### config.mk
export PLATFORM = sky130hd
export DESIGN_NAME = xge_pkt_loopback
export DESIGN_NICKNAME = d
export VERILOG_FILES = /design/src/rtl/xge_pkt_loopback_pkg.sv /design/src/rtl/xge_skid_fifo.sv /design/src/rtl/xge_pkt_loopback.sv
export SDC_FILE = /design/constraint.sdc
export NUM_CORES = 1
export LEC_CHECK = 0
export ABC_AREA = 1
export CAP_MARGIN = 25
export CORE_MARGIN = 1.5
export CORE_UTILIZATION = 25
export DETAILED_ROUTE_END_ITERATION = 6
export GPL_TIMING_DRIVEN = 0
export PLACE_DENSITY = 0.52
export SLEW_MARGIN = 30
export SYNTH_ARGS = -nofsm -noshare
export SYNTH_HDL_FRONTEND = slang
export SYNTH_HIERARCHICAL = 1
export SYNTH_SLANG_ARGS = --single-unit
### constraint.sdc
create_clock -name clk_156m25 -period 4.5 [get_ports clk_156m25]
set_clock_uncertainty 0.15 [all_clocks]
set_input_delay 0.9 -clock clk_156m25 [delete_from_list [all_inputs] [get_ports clk_156m25]]
set_output_delay 0.9 -clock clk_156m25 [all_outputs]
set_load 0.005 [all_outputs]
### src/rtl/xge_pkt_loopback_pkg.sv
// Shared definitions for the xge packet loopback bridge.
// Holds the skid FIFO entry layout and the framing FSM state type.
package xge_pkt_loopback_pkg;

  // FIFO entry layout: {data[63:0], sop, eop, mod[2:0]}
  localparam int unsigned EntryW  = 69;
  localparam int unsigned DataW   = 64;
  localparam int unsigned ModW    = 3;
  localparam int unsigned ModLsb  = 0;
  localparam int unsigned EopBit  = 3;
  localparam int unsigned SopBit  = 4;
  localparam int unsigned DataLsb = 5;

  typedef enum logic {
    StIdle    = 1'b0,
    StInFrame = 1'b1
  } frame_state_e;

endpackage

### src/rtl/xge_skid_fifo.sv
// Register-based skid FIFO with show-ahead read data.
// Ports:
//   clk, rst_n  - clock, asynchronous active-low reset
//   push, wdata - write strobe and entry
//   pop, rdata  - read strobe and head entry (valid when !empty)
//   empty       - no entries stored
//   occupancy   - number of stored entries (0..2**FIFO_AW)
module xge_skid_fifo
  import xge_pkt_loopback_pkg::*;
#(
  parameter int unsigned FIFO_AW = 2
) (
  input  logic              clk,
  input  logic              rst_n,
  input  logic              push,
  input  logic [EntryW-1:0] wdata,
  input  logic              pop,
  output logic [EntryW-1:0] rdata,
  output logic              empty,
  output logic [FIFO_AW:0]  occupancy
);

  localparam int unsigned Depth = 2 ** FIFO_AW;

  logic [EntryW-1:0]  mem_q [Depth];
  logic [FIFO_AW-1:0] wptr_q, rptr_q;
  logic [FIFO_AW:0]   count_q;

  always_ff @(posedge clk or negedge rst_n) begin
    if (!rst_n) begin
      wptr_q  <= '0;
      rptr_q  <= '0;
      count_q <= '0;
    end else begin
      if (push) wptr_q <= wptr_q + 1'b1;
      if (pop)  rptr_q <= rptr_q + 1'b1;
      if (push && !pop)      count_q <= count_q + 1'b1;
      else if (!push && pop) count_q <= count_q - 1'b1;
    end
  end

  // Storage needs no reset: entries are only read behind a valid count.
  always_ff @(posedge clk) begin
    if (push) mem_q[wptr_q] <= wdata;
  end

  assign rdata     = mem_q[rptr_q];
  assign empty     = (count_q == '0);
  assign occupancy = count_q;

endmodule

### src/rtl/xge_pkt_loopback.sv
// Packet-interface loopback: reads frames from the xge_mac RX packet
// interface and replays them word-for-word on the TX packet interface.
// Ports:
//   clk_156m25, reset_156m25_n - core clock, async active-low reset
//   ctrl_enable, stat_clr      - start-new-frames enable, counter clear
//   pkt_rx_*                   - MAC receive packet interface
//   pkt_tx_*                   - MAC transmit packet interface
//   stat_*                     - saturating frame/error/violation counters
//   busy                       - frame in progress, data buffered or read pending
module xge_pkt_loopback
  import xge_pkt_loopback_pkg::*;
#(
  parameter int unsigned FIFO_AW = 2,
  parameter int unsigned CNT_W   = 32
) (
  input  logic             clk_156m25,
  input  logic             reset_156m25_n,
  input  logic             ctrl_enable,
  input  logic             stat_clr,
  input  logic             pkt_rx_avail,
  output logic             pkt_rx_ren,
  input  logic             pkt_rx_val,
  input  logic [63:0]      pkt_rx_data,
  input  logic             pkt_rx_sop,
  input  logic             pkt_rx_eop,
  input  logic [2:0]       pkt_rx_mod,
  input  logic             pkt_rx_err,
  input  logic             pkt_tx_full,
  output logic             pkt_tx_val,
  output logic [63:0]      pkt_tx_data,
  output logic             pkt_tx_sop,
  output logic             pkt_tx_eop,
  output logic [2:0]       pkt_tx_mod,
  output logic [CNT_W-1:0] stat_frames,
  output logic [CNT_W-1:0] stat_err_frames,
  output logic [CNT_W-1:0] stat_proto_err,
  output logic             busy
);

  localparam int unsigned Depth = 2 ** FIFO_AW;
  typedef logic [FIFO_AW+1:0] used_t;
  // A new read may issue only while stored + pending words leave two free slots:
  // one for the word returning now and one for the word this read will return.
  localparam used_t UsedMax = used_t'(Depth - 2);

  frame_state_e state_q, state_d;
  logic         wr_en, proto_err;
  logic         ren_q, ren_d;

  logic [EntryW-1:0] wr_entry, fifo_head, tx_entry;
  logic              fifo_empty, fifo_push, fifo_pop;
  logic [FIFO_AW:0]  occupancy;
  logic              tx_take;
  used_t             used;

  logic             tx_val_q, tx_sop_q, tx_eop_q;
  logic [63:0]      tx_data_q;
  logic [2:0]       tx_mod_q;
  logic [CNT_W-1:0] frames_q, err_frames_q, proto_q;

  // ---------------- Framing FSM ----------------
  always_ff @(posedge clk_156m25 or negedge reset_156m25_n) begin
    if (!reset_156m25_n) state_q <= StIdle;
    else                 state_q <= state_d;
  end

  always_comb begin
    state_d = state_q;
    if (pkt_rx_val) begin
      unique case (state_q)
        StIdle:    if (pkt_rx_sop) state_d = pkt_rx_eop ? StIdle : StInFrame;
        // A stray sop restarts the frame, so only eop decides the next state.
        StInFrame: state_d = pkt_rx_eop ? StIdle : StInFrame;
        default:   state_d = StIdle;
      endcase
    end
  end

  always_comb begin
    wr_en     = 1'b0;
    proto_err = 1'b0;
    if (pkt_rx_val) begin
      unique case (state_q)
        StIdle: begin
          wr_en     = pkt_rx_sop;
          proto_err = !pkt_rx_sop;
        end
        StInFrame: begin
          wr_en     = 1'b1;
          proto_err = pkt_rx_sop;
        end
        default: ;
      endcase
    end
  end

  // ---------------- Read request ----------------
  assign used  = {1'b0, occupancy} + {{(FIFO_AW + 1){1'b0}}, ren_q};
  assign ren_d = (((state_q == StIdle) && ctrl_enable && pkt_rx_avail) ||
                  (state_q == StInFrame)) && (used <= UsedMax);

  always_ff @(posedge clk_156m25 or negedge reset_156m25_n) begin
    if (!reset_156m25_n) ren_q <= 1'b0;
    else                 ren_q <= ren_d;
  end

  // ---------------- Skid FIFO with bypass ----------------
  assign wr_entry = {pkt_rx_data, pkt_rx_sop, pkt_rx_eop, pkt_rx_mod};

  // An incoming word goes straight to TX when nothing is queued ahead of it.
  assign tx_take   = (!fifo_empty || wr_en) && !pkt_tx_full;
  assign tx_entry  = fifo_empty ? wr_entry : fifo_head;
  assign fifo_push = wr_en && !(fifo_empty && tx_take);
  assign fifo_pop  = tx_take && !fifo_empty;

  xge_skid_fifo #(
    .FIFO_AW (FIFO_AW)
  ) u_fifo (
    .clk       (clk_156m25),
    .rst_n     (reset_156m25_n),
    .push      (fifo_push),
    .wdata     (wr_entry),
    .pop       (fifo_pop),
    .rdata     (fifo_head),
    .empty     (fifo_empty),
    .occupancy (occupancy)
  );

  // ---------------- TX register ----------------
  always_ff @(posedge clk_156m25 or negedge reset_156m25_n) begin
    if (!reset_156m25_n) begin
      tx_val_q  <= 1'b0;
      tx_data_q <= '0;
      tx_sop_q  <= 1'b0;
      tx_eop_q  <= 1'b0;
      tx_mod_q  <= '0;
    end else begin
      tx_val_q <= tx_take;
      if (tx_take) begin
        tx_data_q <= tx_entry[DataLsb +: DataW];
        tx_sop_q  <= tx_entry[SopBit];
        tx_eop_q  <= tx_entry[EopBit];
        tx_mod_q  <= tx_entry[ModLsb +: ModW];
      end
    end
  end

  // ---------------- Statistics ----------------
  function automatic logic [CNT_W-1:0] sat_inc(input logic [CNT_W-1:0] v);
    return (&v) ? v : v + 1'b1;
  endfunction

  always_ff @(posedge clk_156m25 or negedge reset_156m25_n) begin
    if (!reset_156m25_n) begin
      frames_q     <= '0;
      err_frames_q <= '0;
      proto_q      <= '0;
    end else if (stat_clr) begin
      frames_q     <= '0;
      err_frames_q <= '0;
      proto_q      <= '0;
    end else begin
      if (wr_en && pkt_rx_eop)               frames_q     <= sat_inc(frames_q);
      if (wr_en && pkt_rx_eop && pkt_rx_err) err_frames_q <= sat_inc(err_frames_q);
      if (proto_err)                         proto_q      <= sat_inc(proto_q);
    end
  end

  assign pkt_rx_ren      = ren_q;
  assign pkt_tx_val      = tx_val_q;
  assign pkt_tx_data     = tx_data_q;
  assign pkt_tx_sop      = tx_sop_q;
  assign pkt_tx_eop      = tx_eop_q;
  assign pkt_tx_mod      = tx_mod_q;
  assign stat_frames     = frames_q;
  assign stat_err_frames = err_frames_q;
  assign stat_proto_err  = proto_q;
  assign busy            = (state_q == StInFrame) || !fifo_empty || ren_q;

endmodule

==> impl_metrics.csv, run 1 <==
group,metric,value,unit
outcome,status,"finished, final reports clean",
timing,rsz0062_at_grt,"no",
cts,cts_hold_buffers,0,
power,max-vdd-ir-drop,0.000325,V
yosys,synth_area_per_cell,10.0,um2
critical_path,reg2reg_from,"u_fifo/occupancy[0]",
grt,grt_pass1_vias,15700,
power,p_seq_frac,0.370,
critical_path,r2r_slack,1000,ps
final_layout,final_util,0.322,
yosys,ys_ff_latch,451,
critical_path,crit_fanout,10,
timing,relSlewSlack,0.429,
power,power.net_switching,4.97,mW
route,num_vias,15700,
timing,min_period,4280,ps
timing,slew_viol_final,0,
timing,setup_viol,0,
power,pwr-share-comb,0.335,
critical_path,crit_required,3450,ps
yosys,ys_types,41,
critical_path,path_cells,"nor3_1 -> buf_4 -> clkbuf_1 -> nand3b_1 -> clkdlybuf4s50_1",
critical_path,critical_path_buf_inv_count,3,
yosys,synth_nets,2245,
route,routedWlPerCell,17.3,um
route,drtIter0Drc,906,
cts,ctsRootBufferMaster,"clkbuf_16",
floorplanning,die_w,297,um
critical_path,cp-end-kind,"output pin",
place,port_buffers,244,
route,avgViaCountPerCell,4.30,
cts,cts.reportedPaths.clkPinSlew,60,ps
yosys,ys_seq_area_frac,0.585,
critical_path,reg2reg_depth,9,
cts,cts_tree,"done",
power,power_density,539,nW/um2
floorplanning,die_h,297,um
cts,cts_sinks,451,
yosys,yosys_warnings,6,
grt,grtUsageTotal,0.142,
timing,hold_viol_final,0,
power,total_leakage_power,10.6,nW
critical_path,reg2reg_to,"u_fifo/mem_q[2][10]",
cts,clk-insertion-delay-late,600,ps
yosys,synth_area,21600,um2
flow_run,maxCapViolCount,0,
floorplanning,die-area,88300,um2
place,hpwlAfterDp,43500,um
critical_path,crit_slowest_cell,"clkbuf_1",
power,clockPowerShare,0.296,
grt,antenna_found_initial,5,
power,p_int,9.86,mW
worst_hold_path,hold_class,"in2async",
cts,ctsLongestPathBuffers,3,
final_layout,final_nets,2552,
route,drc,0,
timing,fmax,0.234,GHz
power,finalPower,14.8,mW
place,routabilityCongestion,0.856,
route,detail_route.first_pass.iterations,7,
floorplanning,coreArea,85400,um2
timing,period_share,0.951,
yosys,synthCells,2156,
grt,grt.overflow.total,0,
cts,cts_buffers,55,
cts,h-tree-depth,2,
floorplanning,num_rows,107,
floorplanning,start_util,0.253,
power,netSwitchingFraction,0.335,
route,postRouteAntennaNets,0,
final_layout,diodes,0,
critical_path,crit_arrival,3230,ps
grt,grt_pass1_wl,97600,um
final_layout,areaGrowthSynthToFinish,27.0,%
critical_path,max_stage_delay,680,ps
critical_path,crit_type,"reg2out",
timing,worst_pin_slew,856,ps
grt,grt_max_degree,75,
final_layout,layout-drive-gt1-share,0.122,
critical_path,path_delay_family,"buffers and inverters",
critical_path,worst_setup_path_start_kind,"register",
route,wirelength,63300,um
floorplanning,ios,245,
metal layers:
metal | up-vias | GRT usage | part of all wire
met5 | - | 0 | 0.0012
met1 | 7469 | 0.186 | 0.45
met4 | 10 | 0.0327 | 0.020
met2 | 341 | 0.238 | 0.47
met3 | 83 | 0.0332 | 0.058
li1 | 7808 | - | -
kinds of logic after synthesis:
logic type	count (synthesis)	synth area share
adder cells (fa/ha/maj)	12	0.00729
multiplexers	68	0.0315
buffers and inverters	337	0.0748
AND/OR/NAND/NOR	952	0.179
XOR/XNOR	40	0.0162
flip-flops	451	0.585
AO/OA/AOI/OAI	296	0.106
through the flow:
stage / TNS [ps] / instances / setup slack (ps) / hold WS (ps) / area, um2
CTS: 0 / 3653 / 70.9 / 20.2 / 27500
global placement: -1543960 / 3544 / -6170 / 358 / 25500
floorplan: 0 / 2156 / 451 / 344 / 21600
detailed placement: -130790 / 3550 / -566 / 366 / 25700
finish: 0 / 3653 / 219 / 33.4 / 27500
global route: 0 / 3653 / 1.19 / 33.0 / 27500
synthesized netlist by cell type, drive strengths merged:
| master | n | share of area |
|---|---|---|
| edfxtp | 276 | 0.38 |
| o21ai | 80 | 0.021 |
| nand4 | 6 | 0.0020 |
| fa | 1 | 0.00093 |
| xor2 | 21 | 0.0085 |
| dfrtp | 175 | 0.20 |
| inv | 246 | 0.043 |
| and2 | 1 | 0.00029 |
| nand3 | 97 | 0.023 |
| clkbuf | 9 | 0.0016 |
| nand3b | 5 | 0.0017 |
| mux2i | 68 | 0.031 |
| a21oi | 73 | 0.017 |
| or2 | 3 | 0.00087 |
| o21bai | 3 | 0.0010 |
| o21a | 1 | 0.00035 |
| ha | 11 | 0.0064 |
| nand2 | 599 | 0.11 |
| nor3b | 1 | 0.00035 |
| buf | 82 | 0.031 |
| nor3 | 2 | 0.00046 |
| xnor2 | 19 | 0.0077 |
| o211ai | 138 | 0.066 |
| nor2 | 238 | 0.045 |
| a211oi | 1 | 0.00035 |
power by group through the flow:
stage                     logic, mW  registers [mW]  clock network (mW)
final                          4.96            5.48                4.38
after global routing           5.50            5.57                4.71
after CTS                      5.12            5.49                4.55
after detailed placement       5.09            5.57                   0
after global placement         4.99            5.59                   0
after floorplan                2.99            5.56                   0
worst register-to-register path, cell delays in order, from the launching register on:
cell	delay [ps]
dfrtp_1	440
nor3_1	420
a21oi_4	200
buf_2	310
buf_2	300
a21oi_1	220
clkbuf_1	310
nand2_1	180
inv_6	290
buf_16	310
worst max path at each step:
stage                              startpoint                   to  slack, ps  cells after the start
after CTS                          pkt_rx_sop  u_fifo/mem_q[0][25]         70                     13
final                     u_fifo/occupancy[0]                 busy        220                      5
after global placement         reset_156m25_n      pkt_tx_data[17]      -6170                      1
after global routing      u_fifo/occupancy[0]                 busy          1                      5
after floorplan                    pkt_rx_sop   u_fifo/mem_q[0][0]        450                     11
after detailed placement           pkt_rx_sop  u_fifo/mem_q[0][22]       -570                     13
area by class of cell:
class	instances	area, um2
plain buffers	91	694
clock buffers	74	1490
clock inverters	29	287
fillers	8887	57900
inverters	246	943
multi-input cells	1368	7360
flip-flops and latches	451	12700
well taps	1144	1430
repair buffers	250	2610
state kept, by name, indices dropped and copies added, names as in the netlist:
name and flops:
stat_err_frames 32, pkt_tx_data 64, pkt_tx_sop 1, pkt_tx_eop 1, pkt_rx_ren 1, pkt_tx_mod 3
stat_proto_err 32, u_fifo/rptr_q 2, u_fifo/mem_q 276, u_fifo/wptr_q 2, u_fifo/occupancy 3, pkt_tx_val 1
stat_frames 32, state_q 1
placed cells by master (no fill, tap or decap), types with 19 or more instances in the layout:
cell / Yosys / layout
xor2_1: 21 / 21
a21oi_1: 73 / 72
nand2_1: 591 / 591
o211ai_1: 59 / 59
nand3_1: 93 / 93
o21ai_0: 32 / 32
clkbuf_16: 0 / 56
clkdlybuf4s50_1: 0 / 243
edfxtp_1: 276 / 276
xnor2_1: 19 / 19
o21ai_1: 34 / 34
buf_6: 35 / 35
inv_1: 238 / 237
buf_2: 38 / 38
o211ai_2: 79 / 79
clkbuf_1: 9 / 25
mux2i_1: 68 / 68
nor2_1: 221 / 221
dfrtp_1: 175 / 175
repair_timing:
| item | in CTS | in global routing |
|---|---|---|
| endpoints found under the setup margin | 0 | 191 |
| resized for setup | 0 | 1 |
| setup buffers | 0 | 0 |
Power figures use the tool's default switching activity.
==> inputs of run 2 (changes only) <==
--- a/config.mk
+++ b/config.mk
@@ -6,8 +6,7 @@
 export NUM_CORES = 1
 export LEC_CHECK = 0
 export ABC_AREA = 1
-export CAP_MARGIN = 25
-export CORE_MARGIN = 1.5
+export CORE_MARGIN = 2
 export CORE_UTILIZATION = 25
 export DETAILED_ROUTE_END_ITERATION = 6
 export GPL_TIMING_DRIVEN = 0
==> run 2 against run 1 <==
The run now ends with DRC left. Flip-flop and latch count did not move. Routed wire length barely moved. Final cell count barely moved. Register-to-register slack got worse by 100 ps. Critical path type is now in2reg. Final area barely moved. Largest power group unchanged.
==> impl_metrics.csv, run 2 (synthesis results as in run 1) <==
group,metric,value,unit
cts,cts.reportedPaths.clkPinSlew,50,ps
timing,setup_ws,269,ps
power,clockPowerShare,0.298,
place,port_buffers,244,
route,routedWlPerCell,17.3,um
floorplanning,die_w,298,um
cts,ctsLongestPathBuffers,3,
grt,grt_pass1_vias,15400,
final_layout,stdcell_area,27500,um2
route,wirelength,63300,um
critical_path,crit_fanout,43,
power,total_leakage_power,10.6,nW
timing,fmax,0.236,GHz
final_layout,top_register,"u_fifo/mem_q",
route,drc,1,
critical_path,cp-end-kind,"register",
power,netSwitchingFraction,0.334,
timing,worst_pin_slew,892,ps
place,hpwlAfterDp,43400,um
final_layout,areaGrowthSynthToFinish,27.1,%
cts,ctsRootBufferMaster,"clkbuf_16",
route,dr.max_layer_used,"met5",
cts,cts_sinks,451,
grt,grt_pass1_wl,96100,um
power,power_density,542,nW/um2
place,routabilityCongestion,0.849,
floorplanning,ios,245,
floorplanning,die_h,298,um
final_layout,layout_commonest_cell,"nand2_1",
critical_path,crit_required,4670,ps
worst_hold_path,hold_class,"in2async",
grt,grt_max_degree,74,
route,routed-wl-met2,29500,um
grt,grt.overflow.total,0,
critical_path,crit_arrival,4400,ps
timing,hold_viol_final,0,
route,dr_wl_met3,3780,um
critical_path,worst_setup_path_start_kind,"input pin",
route,drtIter0Drc,945,
power,pwr-share-comb,0.334,
final_layout,mostFrequentLayoutCells,"nand2_1, edfxtp_1, clkdlybuf4s50_1",
route,avgViaCountPerCell,4.28,
power,p_seq_frac,0.368,
floorplanning,num_rows,107,
route,num_vias,15600,
cts,cts_buffers,53,
power,p_int,9.92,mW
timing,setup_viol,0,
power,power.net_switching,4.98,mW
place,pre_cts_slack,-596,ps
timing,rsz0062_at_grt,"yes",
timing,slew_viol_final,0,
final_layout,fillers,8817,
floorplanning,coreArea,85400,um2
critical_path,crit_top_cell,"inv_1",
timing,min_period,4230,ps
critical_path,crit_slowest_cell,"clkdlybuf4s50_1",
critical_path,path_cells,"clkdlybuf4s50_1 -> inv_1 -> ha_1 -> nor2_1 -> inv_1 -> a21oi_2 -> clkbuf_4 -> buf_2 -> a21oi_1 -> clkbuf_1 -> nand2_1 -> inv_6 -> buf_16",
place,placedInstanceArea,25700,um2
route,postRouteAntennaNets,0,
final_layout,layout-drive-gt1-share,0.119,
final_layout,final_nets,2550,
timing,relSlewSlack,0.405,
floorplanning,die-area,88900,um2
critical_path,crit_type,"in2reg",
timing,period_share,0.940,
grt,antenna_found_initial,5,
cts,h-tree-depth,2,
cts,clk-insertion-delay-late,610,ps
outcome,status,"finished, violations left",
outcome,violations,"DRC",
floorplanning,start_util,0.253,
final_layout,largest_reg_flops,276,
cts,cts_hold_buffers,0,
cts,cts_tree,"done",
flow_run,maxCapViolCount,0,
grt,grtUsageTotal,0.140,
power,max-vdd-ir-drop,0.000338,V
route,detail_route.first_pass.iterations,7,
route,wl_met1,28800,um
critical_path,max_stage_delay,560,ps
## run 2: cell types whose count changed in the layout (fill, tap and decap cells not counted), moves of 2 or more
cell,before,now
clkinv_1,3,10
clkinvlp_4,6,1
bufinv_16,4,7
clkbuf_16,56,53
clkbuf_1,25,23
clkinv_16,0,2
clkinv_2,11,9
diode_2,0,2
inv_6,7,5
## run 2: metal layers
metal | up-vias | GRT usage
met4 | 8 | 0.0318
met2 | 376 | 0.230
met5 | - | 0
li1 | 7777 | -
met3 | 81 | 0.0332
met1 | 7403 | 0.186
## run 2: cell type report
| class | instances | area, um2 | area share |
|---|---|---|---|
| sequential | 451 | 12700 | 0.461 |
| multi-input combinational | 1368 | 7360 | 0.268 |
| timing repair buffer | 250 | 2610 | 0.0950 |
| tap | 1144 | 1430 | 0.0520 |
| clock buffer | 70 | 1420 | 0.0516 |
| inverter | 246 | 943 | 0.0343 |
| buffer | 91 | 697 | 0.0253 |
| clock inverter | 30 | 369 | 0.0134 |
| antenna | 2 | 5.00 | 0.000182 |
## run 2: path summary, 6_finish.rpt
kind | from | to | slack (ps) | depth (start not counted)
worst max-delay path | pkt_rx_sop | u_fifo/mem_q[0][24] | 270 | 13
worst min-delay path | reset_156m25_n | stat_frames[1] | 60 | 1
worst max register to register | state_q | u_fifo/mem_q[0][24] | 900 | 12
worst min register to register | pkt_tx_data[23] | pkt_tx_data[23] | 370 | 2
max in group asynchronous | reset_156m25_n | pkt_tx_data[26] | 3100 | 3
min in group clk_156m25 | pkt_tx_data[23] | pkt_tx_data[23] | 370 | 2
## run 2: power by group through the flow
stage          registers [mW]  logic, mW  clock network (mW)
2_1_floorplan            5.56       2.99                   0
3_3_place_gp             5.59       5.01                   0
3_5_place_dp             5.57       5.09                   0
4_1_cts                  5.49       5.11                4.59
5_1_grt                  5.57       5.50                4.76
6_report                 5.49       4.97                4.44
## run 2: critical path: cells and delay by family
family	cells	cell delay, ps
buf+inv	8	2270
compound gates	2	600
simple gates	2	310
fa+ha+maj	1	240
## run 2: repair_timing
action,in CTS,in global routing
setup buffers,0,0
endpoints found under the hold margin,0,0
setup endpoints to repair,0,185
gates resized for setup,0,1
## run 2: metrics by stage
stage	cells	total power [mW]	hold slack [ps]	util	TNS, ps
after floorplan	2156	8.54	344	-	0
after global placement	3544	10.6	358	0.299	-1559200
after detailed placement	3550	10.7	366	0.301	-132390
after CTS	3650	15.2	53.2	0.322	0
after global routing	3650	15.8	75.4	0.322	-1070
final	3652	14.9	64.8	0.322	0
==> inputs of run 3 (changes only) <==
--- a/config.mk
+++ b/config.mk
@@ -11,6 +11,7 @@
 export DETAILED_ROUTE_END_ITERATION = 6
 export GPL_TIMING_DRIVEN = 0
 export PLACE_DENSITY = 0.52
+export SKIP_LAST_GASP = 1
 export SLEW_MARGIN = 30
 export SYNTH_ARGS = -nofsm -noshare
 export SYNTH_HDL_FRONTEND = slang
==> results of run 3 <==
Final layout, timing and power as in run 2 (identical DEF).
